`src/rtl/ps2_rx_ctrl.sv`:
```
// PS/2 frame receiver: 2-flop synchronizers, kbclk glitch filter, start/data/parity/stop FSM with timeout.
// Optional build macro PS2_PARITY_CHECK_EN: when defined, odd parity is enforced; otherwise it is ignored.
module ps2_rx_ctrl #(
  parameter int FILTER_LEN     = 8,
  parameter int TIMEOUT_CYCLES = 50000
) (
  input  logic       clk,
  input  logic       rst_n,
  input  logic       kbclk,
  input  logic       in,
  output logic [7:0] code,
  output logic       valid,
  output logic       err,
  output logic       busy
);

  typedef enum logic [1:0] {IDLE, DATA, PARITY, STOP} state_t;

  localparam int TW = $clog2(TIMEOUT_CYCLES);
  localparam logic [7:0]    FILT_MAX = 8'(FILTER_LEN - 1);
  localparam logic [TW-1:0] TMO_MAX  = TW'(TIMEOUT_CYCLES - 1);

  logic [1:0]    kbclk_sync_reg;
  logic [1:0]    in_sync_reg;
  logic          filt_reg;
  logic [7:0]    filt_cnt_reg;
  logic          fall_reg;
  logic          data_s;

  state_t        state_reg, state_next;
  logic [2:0]    bit_cnt_reg, bit_cnt_next;
  logic [7:0]    sr_reg, sr_next;
  logic [TW-1:0] tmo_reg, tmo_next;
  logic [7:0]    code_reg, code_next;
  logic          valid_reg, valid_next;
  logic          err_reg, err_next;
  logic          tmo_hit;
  logic          frame_ok;

  assign data_s  = in_sync_reg[1];
  assign tmo_hit = (state_reg != IDLE) && (tmo_reg == TMO_MAX);

  // Filtered kbclk flips only after FILTER_LEN consecutive differing samples.
  always_ff @(posedge clk or negedge rst_n) begin
    if (!rst_n) begin
      kbclk_sync_reg <= 2'b11;
      in_sync_reg    <= 2'b11;
      filt_reg       <= 1'b1;
      filt_cnt_reg   <= '0;
      fall_reg       <= 1'b0;
    end else begin
      kbclk_sync_reg <= {kbclk_sync_reg[0], kbclk};
      in_sync_reg    <= {in_sync_reg[0], in};
      fall_reg       <= 1'b0;
      if (kbclk_sync_reg[1] != filt_reg) begin
        if (filt_cnt_reg == FILT_MAX) begin
          filt_reg     <= ~filt_reg;
          filt_cnt_reg <= '0;
          fall_reg     <= filt_reg;
        end else begin
          filt_cnt_reg <= filt_cnt_reg + 8'd1;
        end
      end else begin
        filt_cnt_reg <= '0;
      end
    end
  end

`ifdef PS2_PARITY_CHECK_EN
  logic par_reg;

  always_ff @(posedge clk or negedge rst_n) begin
    if (!rst_n) begin
      par_reg <= 1'b0;
    end else if (state_reg == PARITY && fall_reg && !tmo_hit) begin
      par_reg <= data_s;
    end
  end

  assign frame_ok = data_s & (^{sr_reg, par_reg});
`else
  assign frame_ok = data_s;
`endif

  always_ff @(posedge clk or negedge rst_n) begin
    if (!rst_n) begin
      state_reg   <= IDLE;
      bit_cnt_reg <= '0;
      sr_reg      <= '0;
      tmo_reg     <= '0;
      code_reg    <= '0;
      valid_reg   <= 1'b0;
      err_reg     <= 1'b0;
    end else begin
      state_reg   <= state_next;
      bit_cnt_reg <= bit_cnt_next;
      sr_reg      <= sr_next;
      tmo_reg     <= tmo_next;
      code_reg    <= code_next;
      valid_reg   <= valid_next;
      err_reg     <= err_next;
    end
  end

  // Timeout wins over a coincident fall and abandons the partial byte.
  always_comb begin
    state_next   = state_reg;
    bit_cnt_next = bit_cnt_reg;
    sr_next      = sr_reg;
    tmo_next     = tmo_reg;
    code_next    = code_reg;
    valid_next   = 1'b0;
    err_next     = 1'b0;
    if (tmo_hit) begin
      state_next   = IDLE;
      bit_cnt_next = '0;
      tmo_next     = '0;
      err_next     = 1'b1;
    end else begin
      tmo_next = (state_reg == IDLE || fall_reg) ? '0 : tmo_reg + 1'b1;
      if (fall_reg) begin
        case (state_reg)
          IDLE: begin
            if (!data_s) begin
              state_next   = DATA;
              bit_cnt_next = '0;
            end
          end
          DATA: begin
            sr_next      = {data_s, sr_reg[7:1]};
            bit_cnt_next = bit_cnt_reg + 3'd1;
            if (bit_cnt_reg == 3'd7) state_next = PARITY;
          end
          PARITY: state_next = STOP;
          STOP: begin
            if (frame_ok) begin
              code_next  = sr_reg;
              valid_next = 1'b1;
            end else begin
              err_next = 1'b1;
            end
            state_next   = IDLE;
            bit_cnt_next = '0;
          end
          default: state_next = IDLE;
        endcase
      end
    end
  end

  always_comb begin
    busy  = (state_reg != IDLE);
    code  = code_reg;
    valid = valid_reg;
    err   = err_reg;
  end

endmodule
```
`config.mk`:
```
export PLATFORM = sky130hd
export DESIGN_NAME = ps2_rx_ctrl
export DESIGN_NICKNAME = d
export VERILOG_FILES = /design/src/rtl/ps2_rx_ctrl.sv
export SDC_FILE = /design/constraint.sdc
export NUM_CORES = 1
export LEC_CHECK = 0
export CORE_MARGIN = 1.5
export CORE_UTILIZATION = 61
export CTS_BUF_LIST = sky130_fd_sc_hd__clkbuf_4 sky130_fd_sc_hd__clkbuf_8
export DETAILED_ROUTE_END_ITERATION = 16
export PLACE_DENSITY_LB_ADDON = 0.2
export SLEW_MARGIN = 30
export SYNTH_ARGS = -nofsm -noshare
export SYNTH_HDL_FRONTEND = slang
export SYNTH_SLANG_ARGS = --single-unit
```
`constraint.sdc`:
```
create_clock -name clk -period 2.5 [get_ports clk]
set_clock_uncertainty 0.05 [all_clocks]
set_input_delay 0.25 -clock clk [delete_from_list [all_inputs] [get_ports clk]]
set_output_delay 0.25 -clock clk [all_outputs]
set_load 0.05 [all_outputs]
```
## Yosys cells after proc, flatten, opt, wreduce, memory -nomap -nowiden

Cells that the tools add are included.

- Bits in registers: 53
- Input bits: 4
- Output and inout bits: 11
- Logic and storage cells: 60

- $add $sub $neg: 3
- Equal/unequal tests: 9
- Multiplexer cells: 23
- Bitwise gates (word level): 2
- Reductions and logical operators: 11

Operators by type and width:

| kind | count |
|---|---|
| $mux W16 | 2 |
| $add A16 B1 Y16 const B | 1 |
| $eq A16 B16 Y1 const B | 1 |
| $mux W8 | 2 |
| $mux W1 | 10 |
| $mux W3 | 3 |
| $pmux W3 S3 | 1 |
| $reduce_and A3 Y1 | 3 |
| $add A8 B1 Y8 const B | 1 |
| $eq A8 B3 Y1 const B | 1 |
| $mux W2 | 4 |
| $pmux W2 S4 | 1 |
| $ne A3 B3 Y1 const B | 2 |
| $eq A2 B2 Y1 const B | 2 |
| $reduce_and A4 Y1 | 1 |
| $reduce_bool A2 Y1 | 2 |
| $reduce_bool A4 Y1 | 1 |
| $add A3 B1 Y3 const B | 1 |
| $eq A3 B3 Y1 const B | 1 |
| $eq A2 B1 Y1 const B | 1 |
| $logic_not A2 Y1 | 1 |
| $not A1 Y1 | 2 |
| $reduce_and A2 Y1 | 1 |
| $logic_and A1 B1 Y1 | 1 |
| 2 further kinds | 2 |

## Depth between registers and ports, before layout

- Word-level depth: 5
- Mapped depth: 8
- Depth with buffers taken out: 6

## Worst setup path after synthesis

Ideal clock, no wire load.

- Path type: register to register
- Start point: register state_reg[0]
- End point: register code_reg[0] (netlist: code[0])
- Data arrival time: 1.855 ns
- Data required time: 2.325 ns
- Path slack: 0.469 ns
- Cell stages (with the launch flop): 9
- Clock period less this slack: 2.031 ns
- Cells stage by stage: dfrtp_1 inv_1 ha_1 and4b_1 and4bb_1 buf_6 nor3b_2 buf_6 mux2_4

- Cells in the longest elaborated chain, start to end: 4
- Elaborated cells on any way between the ends: 5
- Classes of those cells: eq/ne (1); bitwise (1); reduce/logical (3)

Ends and longest elaborated chain:

| item | line | RTL |
|---|---|---|
| start, declared | 30 | `state_t state_reg, state_next;` |
| start signal, assigned | 95 | `state_reg <= state_next;` |
| $reduce_bool A2 Y1 | 41 | `assign tmo_hit = (state_reg != IDLE) && (tmo_reg == TMO_MAX);` |
| $logic_and A1 B1 Y1 | 41 |  |
| $not A1 Y1 (no source line) | n/a |  |
| $reduce_and A4 Y1 (no source line) * | n/a |  |
| end signal, assigned | 99 | `code_reg <= code_next;` |
| end, declared | 34 | `logic [7:0] code_reg, code_next;` |

Mark *: on every way between the ends. The rest lies on a longest branch, timed or not.
A chain may end at the register's enable or synchronous reset.

## Final worst setup path

- Start point: register state_reg[0]
- End point: output port busy

- Cells in the longest elaborated chain, start to end: 1

Ends and longest elaborated chain:

| item | line | RTL |
|---|---|---|
| $reduce_bool A2 Y1 | 152 | `busy = (state_reg != IDLE);` |
| end, declared | 14 | `output logic busy` |

No other way between the ends.

==> summary.txt <==
Power
  – Total power: 1500 µW
  – Pwr dens: between 500 and 600 nW/µm²
  – Peak supply drop: 0.000450 V
  – P_leak: between 0.001 and 0.0015 µW

Die
  – Die area: 4270 µm²
  – Core box area: about 3700 µm²
  – I/O pins: 15
  – Initial core utilization: between 60% and 70%
  – # rows: 22
  – Chip Width: 65.3 µm
  – Die Y: between 60 and 70 µm

Timing
  – Final setup viols: 0
  – Hold Slack: -0.0116 ns
  – Worst-Margin Slew: between 0.6 and 0.7 ns
  – Max-slew violations: 0
  – Final Hold Vio Count: 9
  – Setup TNS: 0 ns
  – Fmax: 0.431 GHz
  – Max-Slew Margin vs Limit: 58.0%
  – RSZ-0062 raised after global routing: no
  – Period utilization: 92.8%
  – Final Critical Period: 2.32 ns

Finish
  – Layout cell share with drive strength beyond 1: between 15 and 20%
  – Syn-to-layout area delta: 12.2%
  – # fillers: 262
  – Fin util: 72.2%
  – Multi-input logic area: 987 µm²
  – Final net count: ~230
  – Sequential cell area: approximately 1300 µm²
  – # diodes: 0
  – Max reg flops: 16

Logic synthesis
  – Sequential fraction of the synthesis area: 56.2%
  – Asr flop ratio synth: 100%
  – Top post-synthesis cells by count: 48 x dfrtp_1, 27 x nor2_1, 15 x xnor2_1, 11 x nand3_1
  – Syn avg cell area: around 12 µm²
  – Mapped Cells: 197
  – Synth top area cells: dfrtp_1 51%, dfstp_2 5.5%, xnor2_1 5.5%
  – Post-synth top area share: 50.7%
  – Mapped Nets: 210
  – XOR/XNOR Fraction of Synth Area: 7.76%
  – Count leader, synth: dfrtp_1
  – FF+latch count, synth: 53
  – Top FF cell, synth: dfrtp_1
  – Compound-Gate Fraction of Synth Area: approximately 2.5%
  – Count of cell types in the netlist: 36
  – EDFF count, synth: 0
  – Post-Synth Adder-Cell Area: 4.75%
  – Post-synth top area cell: dfrtp_1
  – Largest family of logic cells by synthesized area: simple AND/OR/NAND/NOR gates
  – Syn Std Cell Area: 2370 µm²
  – Post-synthesis mux area share: 9.76%
  – Synth Area in Simple Gates: 16.6%
  – Synthesis Warnings: 0

Worst setup path
  – Master of the slowest instance on the critical path: clkdlybuf4s50_1
  – Startpoint types: register
  – Kind of critical path: reg2out
  – Cells along the critical path: inv_1 -> ha_1 -> buf_4 -> inv_1 -> clkdlybuf4s50_1
  – CP Data Required Time: 2.20 ns
  – CP startpoint: state_reg[0]$_DFFE_PN0P_
  – Crit path DAT: 2.02 ns
  – CP most frequent cell: inv_1
  – Delay of the slowest critical-path stage: a little under 0.8 ns
  – CP Capture Type: output port
  – Max FO, Critical Path: 4
  – Worst reg2reg path startpoint: state_reg[0]$_DFFE_PN0P_

Detailed routing
  – Antenna viol nets, final: 0
  – Starting DRT DRC Count: 70
  – Residual DRC: 0
  – Routed wire length: 3.92 mm
  – Routed len/inst: 14.7 µm
  – TritonRoute pass-1 iters: 4
  – Vias per cell: 5.64
  – Via count: 1505

GRT
  – M3 GR Usage: 4.62%
  – First-pass GRT wire length: roughly 6.6 mm
  – Tot GR Track Use: around a fifth
  – Initial antenna violation count: 0
  – Grt ovf: 0
  – GR met1 Demand/Resource: 24.0%
  – Met2 Track Usage GR: a little over a third
  – Vias in the first global route: around 1500
  – Most Crowded Layer GR: met2
  – Pin count of the biggest net entering global routing: 54

Placement
  – IO Port Bufs: 14
  – GPL Wtd Cong: 0.781
  – Post-DP HPWL: 2.88 mm

Outcome
  – Failing checks: negative hold slack
  – Status: finished with violations

Clock tree
  – Clk slew on worst S/H paths: around 0.090 ns
  – CTS Buf Count: 5
  – Setup Buffers After CTS: 0
  – Post-CTS sizing: 0
  – Clk_lat worst skew: 0.30 ns
  – Hold Buf Count CTS: 0
  – Htree depth: 2
  – CTS sink count: 53
  – Maximum clock insertion buffer count: 2
  – Root buffer cell: clkbuf_8
  – TritonCTS clock tree: done

Job
  – Max-cap violation count: 0

Hold path
  – Hold crit path type: in2async
==> cells by family after synthesis <==
group / Yosys count
AO/OA/AOI/OAI: 9
XOR/XNOR: 21
adder cells (fa/ha/maj): 9
buffers and inverters: 11
flip-flops: 53
multiplexers: 18
AND/OR/NAND/NOR: 76
==> path summary, 6_finish.rpt <==
path	endpoint	slack, ns	cells past startpoint
max in group asynchronous	tmo_reg[9]$_DFF_PN0_	1.99	2
min in group clk	kbclk_sync_reg[0]$_DFF_PN1_	0.29	1
setup reg to reg	code[1]$_DFFE_PN0P_	0.28	6
hold reg to reg	kbclk_sync_reg[1]$_DFF_PN1_	0.31	0
hold / removal	bit_cnt_reg[1]$_DFFE_PN0P_	-0.01	2
setup / recovery	busy	0.18	5
==> layout by cell type, fill, tap and decap left out, types with 3 or more instances in the layout <==
master	n
mux2_4	8
dfstp_2	5
xnor2_1	15
inv_1	8
xor2_1	6
nand3_1	11
a21oi_1	3
mux2_2	9
ha_1	9
nor2_1	27
nand2_1	9
dfrtp_1	48
buf_4	3
nand4_1	4
clkbuf_8	5
nor3_1	5
clkdlybuf4s50_1	13
nor4_1	4
==> metrics by stage <==
stage               setup WS [ns]  instances  instance area, µm²
finish                      0.179        267                2660
global route                0.118        267                2660
CTS                        0.0890        267                2660
detailed placement          0.110        259                2560
global placement            0.207        259                2560
floorplan                   0.469        197                2370
==> layer usage <==
metal / wire [µm] / vias up
li1: - / 714
met5: 0 / -
met1: 1710 / 761
met2: 2040 / 24
met4: 46 / 0
met3: 125 / 6
==> area by class of cell <==
type	count	area share, %
timing repair buffer	17	5.92
clock inverter	3	0.940
clock buffer	5	2.59
sequential	53	50.1
multi-input combinational	133	37.1
tap	48	2.26
inverter	8	1.13
==> where the power goes <==
part | total (µW) | switching (µW) | leakage [µW] | internal (µW)
logic | 93.1 | 55.8 | 0.000398 | 37.3
registers | 920 | 26.2 | 0.000721 | 894
clock network | 483 | 281 | 0.0000447 | 202
total | 1500 | 363 | 0.00116 | 1130
==> worst max-delay path, delay by kind of cell (launching register included) <==
family     cells  cell delay (ns)
fa+ha+maj      1             0.23
buf+inv        4             1.09
flops          1             0.39
(Power assumes the default switching activity.)
